--- config.mk ---
export PLATFORM = sky130hd
export DESIGN_NAME = pru_cmd_packer_flat
export DESIGN_NICKNAME = d
export VERILOG_FILES = /design/src/rtl/pru_cmd_pkg.sv /design/src/rtl/pru_cmd_packer_if.sv /design/src/rtl/pru_cmd_fifo.sv /design/src/rtl/pru_cmd_packer.sv /design/src/flat_wrapper.sv
export SDC_FILE = /design/constraint.sdc
export NUM_CORES = 1
export LEC_CHECK = 0
export ABC_AREA = 0
export CORE_MARGIN = 1
export CORE_UTILIZATION = 30
export CTS_CLUSTER_SIZE = 12
export DETAILED_ROUTE_END_ITERATION = 10
export DONT_BUFFER_PORTS = 1
export GPL_ROUTABILITY_DRIVEN = 0
export PLACE_DENSITY = 0.47
export REMOVE_ABC_BUFFERS = 1
export SETUP_SLACK_MARGIN = 0.05
export SYNTH_ARGS = -nofsm -noshare
export SYNTH_HDL_FRONTEND = slang
export SYNTH_SLANG_ARGS = --single-unit
export TNS_END_PERCENT = 1
--- constraint.sdc ---
create_clock -name clk -period 4.8 [get_ports clk]
set_input_delay 0.24 -clock clk [delete_from_list [all_inputs] [get_ports clk]]
set_output_delay 0.24 -clock clk [all_outputs]
set_load 0.01 [all_outputs]
--- src/rtl/pru_cmd_pkg.sv ---
// pru_cmd_pkg: draw-command struct, packer FSM states and word packing helpers
package pru_cmd_pkg;

    localparam int COL_LSB   = 0;
    localparam int ROW_LSB   = 9;
    localparam int COLOR_LSB = 19;
    localparam int SHAPE_LSB = 21;
    localparam int HR_LSB    = 0;
    localparam int WIDTH_LSB = 9;
    localparam int SUB_BIT   = 21;
    localparam int CLOAD_BIT = 22;

    typedef struct packed {
        logic       color_load;
        logic       subtract;
        logic [8:0] height_radius;
        logic [9:0] width;
        logic [1:0] shape;
        logic [1:0] color;
        logic [9:0] row;
        logic [8:0] col;
    } pru_cmd_t;

    typedef enum logic [1:0] {IDLE, SEND0, SEND1} pru_pack_state_t;

    function automatic logic [31:0] pack_word0(input pru_cmd_t c);
        logic [31:0] w;
        w = '0;
        w[COL_LSB +: 9]   = c.col;
        w[ROW_LSB +: 10]  = c.row;
        w[COLOR_LSB +: 2] = c.color;
        w[SHAPE_LSB +: 2] = c.shape;
        return w;
    endfunction

    function automatic logic [31:0] pack_word1(input pru_cmd_t c);
        logic [31:0] w;
        w = '0;
        w[HR_LSB +: 9]     = c.height_radius;
        w[WIDTH_LSB +: 10] = c.width;
        w[SUB_BIT]         = c.subtract;
        w[CLOAD_BIT]       = c.color_load;
        return w;
    endfunction

endpackage

--- src/rtl/pru_cmd_packer_if.sv ---
// pru_cmd_packer_if: command input handshake plus two-word write/data/ack bus
interface pru_cmd_packer_if;

    logic        cmd_valid;
    logic        cmd_ready;
    logic [8:0]  cmd_col;
    logic [9:0]  cmd_row;
    logic [1:0]  cmd_color;
    logic [1:0]  cmd_shape;
    logic [9:0]  cmd_width;
    logic [8:0]  cmd_height_radius;
    logic        cmd_subtract;
    logic        cmd_color_load;
    logic        write;
    logic [31:0] data;
    logic        ack;

    modport master (
        input  cmd_valid, cmd_col, cmd_row, cmd_color, cmd_shape, cmd_width,
               cmd_height_radius, cmd_subtract, cmd_color_load, ack,
        output cmd_ready, write, data
    );

    modport slave (
        output cmd_valid, cmd_col, cmd_row, cmd_color, cmd_shape, cmd_width,
               cmd_height_radius, cmd_subtract, cmd_color_load, ack,
        input  cmd_ready, write, data
    );

endinterface

--- src/rtl/pru_cmd_fifo.sv ---
// pru_cmd_fifo: synchronous FIFO of draw commands with occupancy count
module pru_cmd_fifo
    import pru_cmd_pkg::*;
#(
    parameter int DEPTH = 4,
    localparam int AW = $clog2(DEPTH)
) (
    input  logic     clk,
    input  logic     rst_n,
    input  logic     push,
    input  logic     pop,
    input  pru_cmd_t wdata,
    output pru_cmd_t rdata,
    output logic     full,
    output logic     empty,
    output logic [AW:0] level
);

    pru_cmd_t        mem [DEPTH];
    logic [AW-1:0]   wr_ptr;
    logic [AW-1:0]   rd_ptr;
    logic            do_push;
    logic            do_pop;

    assign full    = level == (AW+1)'(DEPTH);
    assign empty   = level == '0;
    assign do_push = push && !full;
    assign do_pop  = pop && !empty;
    assign rdata   = mem[rd_ptr];

    // Pointers wrap naturally because DEPTH is a power of two
    always_ff @(posedge clk or negedge rst_n) begin
        if (!rst_n) begin
            wr_ptr <= '0;
            rd_ptr <= '0;
            level  <= '0;
        end else begin
            if (do_push) wr_ptr <= wr_ptr + AW'(1);
            if (do_pop) rd_ptr <= rd_ptr + AW'(1);
            level <= level + (AW+1)'(do_push) - (AW+1)'(do_pop);
        end
    end

    // Storage needs no reset; occupancy decides what is valid
    always_ff @(posedge clk) begin
        if (do_push) mem[wr_ptr] <= wdata;
    end

endmodule

--- src/rtl/pru_cmd_packer.sv ---
// pru_cmd_packer: buffers draw commands and sends each as word0 then word1; PRU_PACK_TIMEOUT_EN adds a sticky ack timeout flag
module pru_cmd_packer
    import pru_cmd_pkg::*;
#(
    parameter int FIFO_DEPTH  = 4,
    parameter int ACK_TIMEOUT = 255
) (
    input  logic                          clk,
    input  logic                          rst_n,
    pru_cmd_packer_if.master              bus,
    output logic                          busy,
    output logic [$clog2(FIFO_DEPTH):0]   fifo_level
`ifdef PRU_PACK_TIMEOUT_EN
    ,
    output logic                          timeout_err
`endif
);

    if (FIFO_DEPTH < 2 || (FIFO_DEPTH & (FIFO_DEPTH - 1)) != 0 || ACK_TIMEOUT < 1) begin : g_bad_param
        $error("pru_cmd_packer: FIFO_DEPTH must be a power of two >= 2 and ACK_TIMEOUT >= 1");
    end

    pru_pack_state_t state, state_d;
    pru_cmd_t        in_cmd, head, cur_q;
    logic            full, empty, pop, write_d;
    logic [31:0]     data_d;

    assign in_cmd = '{
        color_load:    bus.cmd_color_load,
        subtract:      bus.cmd_subtract,
        height_radius: bus.cmd_height_radius,
        width:         bus.cmd_width,
        shape:         bus.cmd_shape,
        color:         bus.cmd_color,
        row:           bus.cmd_row,
        col:           bus.cmd_col
    };

    assign bus.cmd_ready = rst_n && !full;
    assign busy          = state != IDLE || !empty;

    pru_cmd_fifo #(.DEPTH(FIFO_DEPTH)) u_fifo (
        .clk   (clk),
        .rst_n (rst_n),
        .push  (bus.cmd_valid && bus.cmd_ready),
        .pop   (pop),
        .wdata (in_cmd),
        .rdata (head),
        .full  (full),
        .empty (empty),
        .level (fifo_level)
    );

    // Next state and next output word; SEND1 chains straight into the next word0 when work is queued
    always_comb begin
        state_d = state;
        write_d = bus.write;
        data_d  = bus.data;
        pop     = 1'b0;
        case (state)
            IDLE: begin
                if (!empty) begin
                    pop     = 1'b1;
                    write_d = 1'b1;
                    data_d  = pack_word0(head);
                    state_d = SEND0;
                end
            end
            SEND0: begin
                if (bus.ack) begin
                    data_d  = pack_word1(cur_q);
                    state_d = SEND1;
                end
            end
            SEND1: begin
                if (bus.ack) begin
                    if (!empty) begin
                        pop     = 1'b1;
                        data_d  = pack_word0(head);
                        state_d = SEND0;
                    end else begin
                        write_d = 1'b0;
                        data_d  = '0;
                        state_d = IDLE;
                    end
                end
            end
            default: state_d = IDLE;
        endcase
    end

    // Registered outputs and the command currently on the bus
    always_ff @(posedge clk or negedge rst_n) begin
        if (!rst_n) begin
            state     <= IDLE;
            bus.write <= 1'b0;
            bus.data  <= '0;
            cur_q     <= '0;
        end else begin
            state     <= state_d;
            bus.write <= write_d;
            bus.data  <= data_d;
            if (pop) cur_q <= head;
        end
    end

`ifdef PRU_PACK_TIMEOUT_EN
    localparam int TW = $clog2(ACK_TIMEOUT + 1);

    logic [TW-1:0] to_cnt;
    logic          to_flag;

    assign timeout_err = to_flag || to_cnt == TW'(ACK_TIMEOUT);

    // Count consecutive unacknowledged write cycles; the flag is sticky and never aborts the transfer
    always_ff @(posedge clk or negedge rst_n) begin
        if (!rst_n) begin
            to_cnt  <= '0;
            to_flag <= 1'b0;
        end else begin
            if (!bus.write || (bus.write && bus.ack == 1'b1)) to_cnt <= '0;
            else if (to_cnt != TW'(ACK_TIMEOUT)) to_cnt <= to_cnt + TW'(1);
            if (to_cnt == TW'(ACK_TIMEOUT)) to_flag <= 1'b1;
        end
    end
`endif

endmodule

--- src/flat_wrapper.sv ---
// flat-port wrapper written by rule: the top's interface ports become plain ports
module pru_cmd_packer_flat import pru_cmd_pkg::*;
#(
    parameter int FIFO_DEPTH  = 4,
    parameter int ACK_TIMEOUT = 255
)
  (clk, rst_n, busy, fifo_level, bus_cmd_valid, bus_cmd_col, bus_cmd_row, bus_cmd_color, bus_cmd_shape, bus_cmd_width, bus_cmd_height_radius, bus_cmd_subtract, bus_cmd_color_load, bus_ack, bus_cmd_ready, bus_write, bus_data);
  pru_cmd_packer_if bus_i ();
  input  logic clk;
  input  logic rst_n;
  output logic busy;
  output logic [$clog2(FIFO_DEPTH):0] fifo_level;
  input wire logic [$bits(bus_i.cmd_valid)-1:0] bus_cmd_valid;
  input wire logic [$bits(bus_i.cmd_col)-1:0] bus_cmd_col;
  input wire logic [$bits(bus_i.cmd_row)-1:0] bus_cmd_row;
  input wire logic [$bits(bus_i.cmd_color)-1:0] bus_cmd_color;
  input wire logic [$bits(bus_i.cmd_shape)-1:0] bus_cmd_shape;
  input wire logic [$bits(bus_i.cmd_width)-1:0] bus_cmd_width;
  input wire logic [$bits(bus_i.cmd_height_radius)-1:0] bus_cmd_height_radius;
  input wire logic [$bits(bus_i.cmd_subtract)-1:0] bus_cmd_subtract;
  input wire logic [$bits(bus_i.cmd_color_load)-1:0] bus_cmd_color_load;
  input wire logic [$bits(bus_i.ack)-1:0] bus_ack;
  output wire logic [$bits(bus_i.cmd_ready)-1:0] bus_cmd_ready;
  output wire logic [$bits(bus_i.write)-1:0] bus_write;
  output wire logic [$bits(bus_i.data)-1:0] bus_data;
  assign bus_i.cmd_valid = bus_cmd_valid;
  assign bus_i.cmd_col = bus_cmd_col;
  assign bus_i.cmd_row = bus_cmd_row;
  assign bus_i.cmd_color = bus_cmd_color;
  assign bus_i.cmd_shape = bus_cmd_shape;
  assign bus_i.cmd_width = bus_cmd_width;
  assign bus_i.cmd_height_radius = bus_cmd_height_radius;
  assign bus_i.cmd_subtract = bus_cmd_subtract;
  assign bus_i.cmd_color_load = bus_cmd_color_load;
  assign bus_i.ack = bus_ack;
  assign bus_cmd_ready = bus_i.cmd_ready;
  assign bus_write = bus_i.write;
  assign bus_data = bus_i.data;
  pru_cmd_packer #(.FIFO_DEPTH(FIFO_DEPTH), .ACK_TIMEOUT(ACK_TIMEOUT)) u_core (.clk(clk), .rst_n(rst_n), .bus(bus_i), .busy(busy), .fifo_level(fifo_level));
endmodule
# --- Yosys cells after proc, flatten, opt, wreduce, memory -nomap -nowiden ---
# Memory sizes are Yosys's and may differ from the RTL's.
# Cells that the tools add are included.
totals:
  regBits: 63
  mem_bits_rw: 176
  input_bits: 48
  out_inout_bits: 38
  wordCells: 56
  memories: 1
memory_table:
  columns: ["memory", "depth", "word_bits", "rd", "rd_clocked_by_memory_dff", "wr", "line", "text"]
  rows:
  - ["u_core.u_fifo.mem", 4, 44, 1, 0, 1, "pru_cmd_fifo.sv:19", "pru_cmd_t mem [DEPTH];"]
classes:
  addsub: 4
  n_eq_ne: 7
  mux: 19
  reduce_logical: 15
op_table:
  columns: ["operator", "count"]
  rows:
  - ["2-to-1 mux 32 bit", 3]
  - ["one-hot mux 32 bit (3 select lines)", 1]
  - ["2-to-1 mux 23 bit", 1]
  - ["2-to-1 mux 1 bit", 8]
  - ["AND reduction 4 bit", 2]
  - ["2-to-1 mux 2 bit", 3]
  - ["inequality test 2 bit, second input constant", 3]
  - ["one-hot mux 2 bit (3 select lines)", 1]
  - ["adder 2 x 1 -> 2 bit, second input constant", 2]
  - ["logical AND 1 bit", 4]
  - ["one-hot mux 1 bit (2 select lines)", 2]
  - ["nonzero test 2 bit", 2]
  - ["adder 3 x 1 -> 3 bit", 1]
  - ["equality test 3 bit, second input constant", 1]
  - ["logical NOT 3 bit", 1]
  - ["AND reduction 3 bit", 1]
  - ["nonzero test 3 bit", 1]
  - ["subtractor 3 x 1 -> 3 bit", 1]
  - ["equality test 2 x 1 -> 1 bit, second input constant", 1]
  - ["equality test 2 bit, second input constant", 1]
  - ["logical NOT 1 bit", 2]
  - ["logical NOT 2 bit", 1]
  - ["inequality test 2 x 1 -> 1 bit, second input constant", 1]
  - ["logical OR 1 bit", 1]

# --- Logic depth before layout (Yosys ltp) ---
# Gate-level depths: netlist of run 1.
logic_depth:
  depth_word: 7
  depth_mapped: 12

# --- Modules after synthesis ---
# A second synthesis of run 1 with hierarchy kept.
unflattened:
  cells_unflattened: 489
  area_unflattened_um2: 9291.4
modules_own_cells:
  columns: ["mod", "n_inst", "cells_per_inst", "area_per_inst_um2"]
  rows:
  - ["pru_cmd_fifo", 1, 271, 6877.8]
  - ["pru_cmd_packer", 1, 218, 2413.6]

# --- Worst setup path before layout of run 1 ---
# No wires, ideal clock.
synth_timing:
  kind: "flip-flop to flip-flop"
  from: "reg u_core.u_fifo.level[1]"
  to: "mem u_core.u_fifo.mem[0][0] in the netlist's numbering, enable pin"
  setup_time_ns: 0.406
  arrival_ns: 1.997
  required_ns: 4.394
  path_slack_ns: 2.397
  path_stages_with_launch: 4
  path_buffers: 1
  period_less_slack_ns: 2.403
  path_cell_list: "dfrtp_1 > buf_2 > o311a_1 > and2_1"
synth_between:
  elab_chain_cells: 7
synth_lines:
  columns: ["element", "line", "text"]
  rows:
  - ["start, declared", "pru_cmd_fifo.sv:16", "output logic [AW:0] level"]
  - ["start signal, assigned", "pru_cmd_fifo.sv:40", "level <= level + (AW+1)'(do_push) - (AW+1)'(do_pop);"]
  - ["equality test 3 bit *", "pru_cmd_fifo.sv:25", "assign full = level == (AW+1)'(DEPTH);"]
  - ["logical NOT 1 bit *", "pru_cmd_fifo.sv:27, pru_cmd_packer.sv:39", null]
  - ["logical AND 1 bit", "pru_cmd_packer.sv:39", "assign bus.cmd_ready = rst_n && !full;"]
  - ["logical AND 1 bit", "pru_cmd_packer.sv:45", ".push (bus.cmd_valid && bus.cmd_ready),"]
  - ["logical AND 1 bit *", "pru_cmd_fifo.sv:27", "assign do_push = push && !full;"]
  - ["2-to-1 mux 1 bit *", "pru_cmd_fifo.sv:46", "if (do_push) mem[wr_ptr] <= wdata;"]
  - ["2-to-1 mux 1 bit (implied by the code) *", "pru_cmd_fifo.sv:46", null]
  - ["end, declared", "pru_cmd_fifo.sv:19", null]
# Every way passes the cells marked *; elsewhere a longest branch is shown, timed or not.

# --- Worst setup path after layout of run 1 ---
layout_timing:
  from: "reg u_core.state[0]"
  to: "reg u_core.u_fifo.level[2]"
layout_between:
  elab_chain_cells: 4
  word_cells_on_any_way: 5
  classes_between: "1 x add/sub; 1 x eq/ne; 1 x mux; 2 x reduce/logical"
layout_lines:
  columns: ["element", "line", "text"]
  rows:
  - ["start, declared", "pru_cmd_packer.sv:23", "pru_pack_state_t state, state_d;"]
  - ["start signal, assigned", "pru_cmd_packer.sv:100", "state <= state_d;"]
  - ["equality test 2 bit / logical NOT 2 bit (equally long branches)", "pru_cmd_packer.sv:60", "case (state)"]
  - ["one-hot mux 1 bit (2 select lines) *", "pru_cmd_packer.sv:60", null]
  - ["logical AND 1 bit *", "pru_cmd_fifo.sv:28", "assign do_pop = pop && !empty;"]
  - ["subtractor 3 x 1 -> 3 bit *", "pru_cmd_fifo.sv:40", null]
# Marks and branches as above.
# A chain may end at the register's enable or synchronous reset.

==> results.yml, run 1 <==
floorplanning:
  boundaryPins: 86
  core_area_um2: 29800
  initial_cell_density_of_the_core_pct: 30.57
  num_rows: 63
  floorplan.die_area_um2: 31070
  floorplan.die.width_um: 176.3
  chipHeight_um: 176.3
hold_path:
  hold_depth: 3
  holdCritStartpoint: "bus_ack"
  timing.hold.worst.class: "input port to register"
  worstHoldEndpoint: "u_core.bus.write"
clock_tree:
  cts.root.buffer_cell: "sky130_fd_sc_hd__clkbuf_16"
  clk_latency_ns: 0.52
  clk_transition_reported_paths_ns: 0.06
  htree_num_levels: 1
  cts-root-to-sink-buffers: 3
  tritoncts.num_buffers: 25
  ctsResizeCount: 0
  cts.sinks: 230
  tritoncts_clock_tree: "done"
grt:
  antenna_found_initial: 2
  first_global_vias: 4948
  track_usage_pct: 13.57
  grt-ovfl-total: 0
  grt_start_max_net_pins: 55
  grt_pass1_wl_um: 31140
timing:
  finalCriticalPeriod_ns: 2.831
  worst_pin_slew_ns: 1.068
  timing.final.crit_share_pct: 58.98
  rsz0062_at_grt: "no"
  slew_violations: 0
  timing.fmax_ghz: 0.3532
  timing.clock.skew_ns: 0.01334
  final-setup-viol-count: 0
  fin_setup_tns_ns: 0
  final-hold-violation-count: 0
  max-slew-margin-rel_pct: 28.69
pwr:
  power_density_nw_per_um2: 625.2
  p_sw_share_pct: 32.09
  share_of_power_burned_in_the_clock_network_pct: 26.8
  worst_ir_drop_vdd_v: 0.0003301
  power.sequential.fraction_pct: 44.4
  static-leakage-power_nw: 3.675
  power_switching_mw: 2.155
  p_comb_share_pct: 28.8
  power.internal_mw: 4.561
setup_path:
  critical_path_peak_fanout: 23
  worstReg2RegEnd: "u_core.u_fifo.level[2]"
  r2r_setup_slack_ns: 1.97
  arrival_ns: 3.21
  reg2reg_depth: 12
  crit_path_start_kind: "register"
  cp-startpoint: "u_core.state[0]"
  worst_r2r_startpoint: "u_core.state[0]"
  crit_required_ns: 5.18
  worst-setup-path-type: "register to register"
  endpoint_kind: "register"
outcome:
  status: "completed"
job:
  timing.max_cap.violations: 0
synthesis:
  yosys.area_share.simple_pct: 1.964
  ys.warnings.count: 0
  synthArstFlopShare_pct: 23.48
  synthXorXnorAreaFrac_pct: 0.4807
  synth_top_family_by_area: "multiplexers"
  syn-mean-instance-area_um2: 19.10
  synth_enable_flop_cells: 176
  synthDistinctLibCells: 40
  muxShareOfSynthArea_pct: 14.54
  post_synth_fa_ha_maj_area_fraction_pct: 1.868
  post_synth_inst_count: 477
  ys_seq_area_share_pct: 72.85
  synth_top_flop_cell: "sky130_fd_sc_hd__edfxtp_1"
  synth_seq_cells: 230
  synth_compound_gate_area_share_pct: 5.205
  synthesis.area_um2: 9110
routing:
  finalWirelength_um: 20360
  drc: 0
  post_drt_wl_per_cell_um: 21.59
  vias_per_cell: 4.805
  drt.antenna.violating_nets: 0
  detailedRoute.firstIterationViolations: 296
  first_pass_iters: 4
  via_count: 4531
placed_design:
  port-buffer-count: 0
  post-dp-hpwl_um: 11440
  dpl-instance-area_um2: 9494
finish:
  fin_area_um2: 10740
  core_util_final_pct: 36.06
  finalNetCount: 593
  layout-area-overhead-vs-synth_pct: 17.94
  fraction_of_layout_cells_with_a_size_suffix_above_1_pct: 20.87
per-stage QoR:
stage	total power [mW]	std cells	worst slack (ns)	hold WS [ns]
floorplan	4.292	449	1.820	-0.05559
global placement	4.912	849	2.046	-0.05402
detailed placement	4.949	849	1.968	-0.05406
CTS	6.827	941	1.956	0.03315
global route	7.112	942	1.804	0.08304
finish	6.717	943	1.969	0.04543
synth_stat cells (all sizes together) (2+ instances only):
cell type  instances  area, µm²
a21oi              3      15.01
a22o               2      17.52
a31oi             42      262.8
and2               5      31.28
buf               24      187.7
clkbuf            12      45.04
dfrtp             54       1351
edfxtp           176       5285
ha                12      150.1
inv               12      45.04
mux2              23      304.0
mux4              44       1021
nand2             22      82.58
nor2               2      10.01
nor3               2      15.01
o21ai             23      115.1
o31a               2      17.52
xnor2              3      26.28
xor2               2      17.52
state kept, by name (all words and copies together), names as in the netlist:
signal,count
u_core.u_fifo.mem,176
u_core.bus.data,23
u_core.cur_q,21
u_core.u_fifo.level,3
u_core.state,2
u_core.u_fifo.rd_ptr,2
u_core.u_fifo.wr_ptr,2
u_core.bus.write,1
per-layer routing:
layer  up-vias  global-route usage, %  part of all wire [%]
met3        29                  3.144                   5.6
met5         -                      0                     0
met1      2390                  17.57                    44
met4         0                  2.935                   1.4
li1       2004                      -                     -
met2       108                  23.10                    49
final cells by class:
class | count | area, µm²
antenna | 2 | 5.005
inverter | 12 | 45.04
sequential | 230 | 6641
multi-input combinational | 207 | 2245
clock buffer | 37 | 690.7
tap | 390 | 488.0
fill | 2780 | 19050
clock inverter | 9 | 76.32
timing repair buffer | 56 | 553.0
cell usage in the layout, fill, tap and decap left out, types with 10 or more instances in the layout:
cell,n
sky130_fd_sc_hd__clkbuf_1,10
sky130_fd_sc_hd__dfrtp_1,52
sky130_fd_sc_hd__nand2_1,22
sky130_fd_sc_hd__clkbuf_16,25
sky130_fd_sc_hd__edfxtp_1,176
sky130_fd_sc_hd__ha_1,12
sky130_fd_sc_hd__mux2_4,12
sky130_fd_sc_hd__a31oi_1,42
sky130_fd_sc_hd__mux2_2,10
sky130_fd_sc_hd__o21ai_0,23
sky130_fd_sc_hd__inv_1,11
sky130_fd_sc_hd__mux4_2,36
sky130_fd_sc_hd__buf_4,10
sky130_fd_sc_hd__dlygate4sd3_1,45
worst max path at each step:
stage / slack, ns / endpoint / cells past startpoint
global route: 1.80 / u_core.u_fifo.level[2] / 12
detailed placement: 1.97 / u_core.u_fifo.level[2] / 12
finish: 1.97 / u_core.u_fifo.level[2] / 12
global placement: 2.05 / u_core.u_fifo.level[2] / 12
floorplan: 1.82 / u_core.u_fifo.level[2] / 11
CTS: 1.96 / u_core.u_fifo.level[2] / 12
critical path, cell delays in order, from the launching register on:
cell and delay, ns:
sky130_fd_sc_hd__dfrtp_1 0.44, sky130_fd_sc_hd__inv_1 0.11, sky130_fd_sc_hd__ha_1 0.27, sky130_fd_sc_hd__a21oi_1 0.15, sky130_fd_sc_hd__nor2_4 0.10, sky130_fd_sc_hd__buf_4 0.43
sky130_fd_sc_hd__ha_1 0.33, sky130_fd_sc_hd__inv_1 0.05, sky130_fd_sc_hd__ha_1 0.12, sky130_fd_sc_hd__inv_1 0.04, sky130_fd_sc_hd__fa_1 0.37, sky130_fd_sc_hd__xnor2_1 0.15
sky130_fd_sc_hd__xnor2_1 0.14
power groups by stage:
stage	clock, mW	combinational (mW)	sequential, mW
floorplan	0	1.34	2.95
CTS	1.85	1.97	3.01
finish	1.80	1.94	2.98
detailed placement	0	1.90	3.05
global placement	0	1.88	3.03
global route	1.93	2.12	3.06
timing repair:
action,4_1_cts,5_1_grt
setup buffers,0,0
hold endpoints to repair,230,0
hold buffers,46,0
cell families (layout without fill, tap and decap cells):
family	after synthesis	count (layout)
buffers and inverters	48	114
adders and majority gates	13	13
and+or+nand+nor	36	36
other	1	11
AOI/OAI and AO/OA	77	77
DFF	230	230
xor gates and xnor gates	5	5
muxes	67	67
(Power assumes the default switching activity.)
==> run 2: changes to the inputs <==
--- a/config.mk
+++ b/config.mk
@@ -5,7 +5,7 @@
 export SDC_FILE = /design/constraint.sdc
 export NUM_CORES = 1
 export LEC_CHECK = 0
-export ABC_AREA = 0
+export ABC_AREA = 1
 export CORE_MARGIN = 1
 export CORE_UTILIZATION = 30
 export CTS_CLUSTER_SIZE = 12
==> constraint.sdc (replaced) <==
create_clock -name clk -period 2.95 [get_ports clk]
set_input_delay 0.1475 -clock clk [delete_from_list [all_inputs] [get_ports clk]]
set_output_delay 0.1475 -clock clk [all_outputs]
set_load 0.01 [all_outputs]
==> run 2 against run 1 <==
Final area is 6.3% higher; cell count increased by 45%; flip-flop and latch count unchanged; synthesized area increased by 5.9%; critical path depth did not move; clock power grew 77%; register-to-register slack lost 1.2 ns; critical path type unchanged; critical endpoint unchanged; largest cell class unchanged.
==> results.yml, run 2 <==
routing:
  vias_per_cell: 4.386
  first_pass_iters: 5
  post_drt_wl_per_cell_um: 16.28
  detailedRoute.firstIterationViolations: 318
  drc: 0
  via_count: 6018
  drt.antenna.violating_nets: 0
  finalWirelength_um: 22340
synthesis:
  synth_compound_gate_area_share_pct: 4.628
  post_synth_most_frequent_cells: "sky130_fd_sc_hd__nand2_1 (352), sky130_fd_sc_hd__edfxtp_1 (176), sky130_fd_sc_hd__inv_1 (103), sky130_fd_sc_hd__dfrtp_1 (54), sky130_fd_sc_hd__a21oi_1 (46)"
  post_synth_inst_count: 899
  syn-mean-instance-area_um2: 10.74
  synth_enable_flop_cells: 176
  ys_top_cells_by_area: "sky130_fd_sc_hd__edfxtp_1 (55%), sky130_fd_sc_hd__dfrtp_1 (14%), sky130_fd_sc_hd__nand2_1 (14%)"
  synthesis.area_um2: 9652
  post_synth_fa_ha_maj_area_fraction_pct: 1.763
  synthXorXnorAreaFrac_pct: 0.3630
  muxShareOfSynthArea_pct: 0
  synthArstFlopShare_pct: 23.48
  ys.warnings.count: 0
  cell_taking_the_most_area_after_synthesis: "sky130_fd_sc_hd__edfxtp_1"
  synth_top_family_by_area: "simple AND/OR/NAND/NOR gates"
  ys_seq_area_share_pct: 68.76
  yosys.area_share.simple_pct: 17.02
  synthDistinctLibCells: 27
  synth_seq_cells: 230
  synth_top_flop_cell: "sky130_fd_sc_hd__edfxtp_1"
  synth_most_common_cell: "sky130_fd_sc_hd__nand2_1"
  netlist.area_leader.share_pct: 54.76
pwr:
  worst_ir_drop_vdd_v: 0.0005923
  power_density_nw_per_um2: 1018
  static-leakage-power_nw: 4.879
  finalPower_mw: 11.63
hold_path:
  holdCritStartpoint: "bus_ack"
  hold_depth: 4
  timing.hold.worst.class: "input port to register"
  worstHoldEndpoint: "u_core.bus.data[7]"
clock_tree:
  cts-root-to-sink-buffers: 3
  clk_transition_reported_paths_ns: 0.06
  clk_latency_ns: 0.54
  cts.sinks: 230
  cts_setup_buffers: 0
  htree_num_levels: 1
  cts.root.buffer_cell: "sky130_fd_sc_hd__clkbuf_16"
  ctsHoldBuffers: 47
  ctsResizeCount: 0
  tritoncts_clock_tree: "done"
  tritoncts.num_buffers: 26
floorplanning:
  num_rows: 65
  core_area_um2: 31640
  boundaryPins: 86
  floorplan.die.width_um: 181.4
  initial_cell_density_of_the_core_pct: 30.51
  floorplan.die_area_um2: 32890
  chipHeight_um: 181.4
finish:
  finalNetCount: 1010
  nFillCells: 3108
  fraction_of_layout_cells_with_a_size_suffix_above_1_pct: 7.438
  core_util_final_pct: 36.11
  fin_area_um2: 11420
  layout_top_registers: "u_core.u_fifo.mem (176), u_core.bus.data (23), u_core.cur_q (21)"
  layout-area-overhead-vs-synth_pct: 18.37
  largest_register: "u_core.u_fifo.mem"
  max_ffs_per_register: 176
  most_frequent_cells_in_the_layout: "sky130_fd_sc_hd__nand2_1 (352), sky130_fd_sc_hd__edfxtp_1 (176), sky130_fd_sc_hd__inv_1 (103)"
  mostFrequentLayoutCell: "sky130_fd_sc_hd__nand2_1"
grt:
  grt-ovfl-total: 0
  grt_start_max_net_pins: 65
  grt_pass1_wl_um: 34850
  first_global_vias: 5997
  antenna_found_initial: 3
  track_usage_pct: 13.83
placed_design:
  post-dp-hpwl_um: 12040
  port-buffer-count: 0
  dpl-instance-area_um2: 10090
  preCtsSetupSlack_ns: 0.7821
timing:
  hold-worst-slack_ns: 0.02546
  finalCriticalPeriod_ns: 2.164
  worst_pin_slew_ns: 0.7113
  timing.final.crit_share_pct: 73.36
  slew_violations: 0
  timing.clock.skew_ns: 0.02887
  final-setup-viol-count: 0
  final-hold-violation-count: 0
  timing.fmax_ghz: 0.4621
  final_critical_path_setup_slack_ns: 0.7857
  rsz0062_at_grt: "no"
  max-slew-margin-rel_pct: 52.53
setup_path:
  critical_path_peak_fanout: 6
  crit_required_ns: 3.35
  worstReg2RegEnd: "u_core.u_fifo.level[2]"
  worst_r2r_startpoint: "u_core.state[0]"
  crit_path_start_kind: "register"
  worst-setup-path-type: "register to register"
  reg2reg_depth: 12
  endpoint_kind: "register"
  r2r_setup_slack_ns: 0.79
  arrival_ns: 2.57
job:
  timing.max_cap.violations: 0
outcome:
  status: "completed"
## run 2: cell count changes after synthesis, moves of 10 or more
cell,change
sky130_fd_sc_hd__a21oi_1,+43
sky130_fd_sc_hd__a22oi_1,+21
sky130_fd_sc_hd__a31oi_1,-42
sky130_fd_sc_hd__buf_2,+10
sky130_fd_sc_hd__buf_4,+11
sky130_fd_sc_hd__inv_1,+92
sky130_fd_sc_hd__mux2_2,-10
sky130_fd_sc_hd__mux2_4,-12
sky130_fd_sc_hd__mux4_2,-36
sky130_fd_sc_hd__nand2_1,+330
sky130_fd_sc_hd__nand3_1,+44
sky130_fd_sc_hd__nor2_1,+11
sky130_fd_sc_hd__o21ai_0,-17
## run 2: area by class of cell
class	instances	area, µm²	share of cell area (%)
antenna	2	5.005	0.04381
clock buffer	37	711.9	6.232
clock inverter	10	133.9	1.172
inverter	110	412.9	3.614
multi-input combinational	518	2359	20.64
sequential	230	6641	58.13
tap	402	503.0	4.403
timing repair buffer	63	658.1	5.761
## run 2: report_power, final
part	internal [mW]	switching (mW)
combinational	1.19	2.72
sequential	4.16	0.382
clock	1.94	1.24
## run 2: routing by layer
| metal | track usage (%) | vias up | part of all wire [%] |
|---|---|---|---|
| met5 | 0 | - | 0.036 |
| met3 | 3.124 | 34 | 4.9 |
| met4 | 3.390 | 2 | 2.0 |
| li1 | - | 2992 | - |
| met1 | 17.86 | 2859 | 45 |
| met2 | 23.43 | 131 | 48 |
## run 2: worst max-delay path, cell delays in order (launching register included)
cell and delay, ns:
sky130_fd_sc_hd__dfrtp_1 0.43, sky130_fd_sc_hd__inv_1 0.09, sky130_fd_sc_hd__ha_1 0.26, sky130_fd_sc_hd__inv_1 0.08, sky130_fd_sc_hd__o21ai_1 0.06, sky130_fd_sc_hd__nand2_1 0.09, sky130_fd_sc_hd__inv_2 0.04, sky130_fd_sc_hd__ha_1 0.26
sky130_fd_sc_hd__inv_1 0.05, sky130_fd_sc_hd__ha_1 0.13, sky130_fd_sc_hd__inv_1 0.05, sky130_fd_sc_hd__fa_1 0.37, sky130_fd_sc_hd__xnor2_1 0.13
## run 2: how the worst max path moves through the flow
stage	from	endpoint	slack (ns)	cells after the start
2_1_floorplan	u_core.u_fifo.level[1]	u_core.u_fifo.mem[0][0]	-0.42	4
3_3_place_gp	u_core.state[0]	u_core.u_fifo.level[1]	0.81	12
3_5_place_dp	u_core.state[0]	u_core.u_fifo.level[2]	0.78	12
4_1_cts	u_core.state[0]	u_core.u_fifo.level[2]	0.76	12
5_1_grt	u_core.state[0]	u_core.u_fifo.level[2]	0.57	12
6_report	u_core.state[0]	u_core.u_fifo.level[2]	0.79	12
## run 2: stage by stage
step	instances	setup TNS, ns
2_1_floorplan	858	-81.77
3_3_place_gp	1276	0
3_5_place_dp	1276	0
4_1_cts	1370	0
5_1_grt	1371	0
6_report	1372	0
## run 2: kinds of logic after synthesis
family / after synthesis
flip-flops: 230
other: 1
buffers and inverters: 159
AO/OA/AOI/OAI: 77
adder cells (fa/ha/maj): 13
AND/OR/NAND/NOR: 415
XOR/XNOR: 4
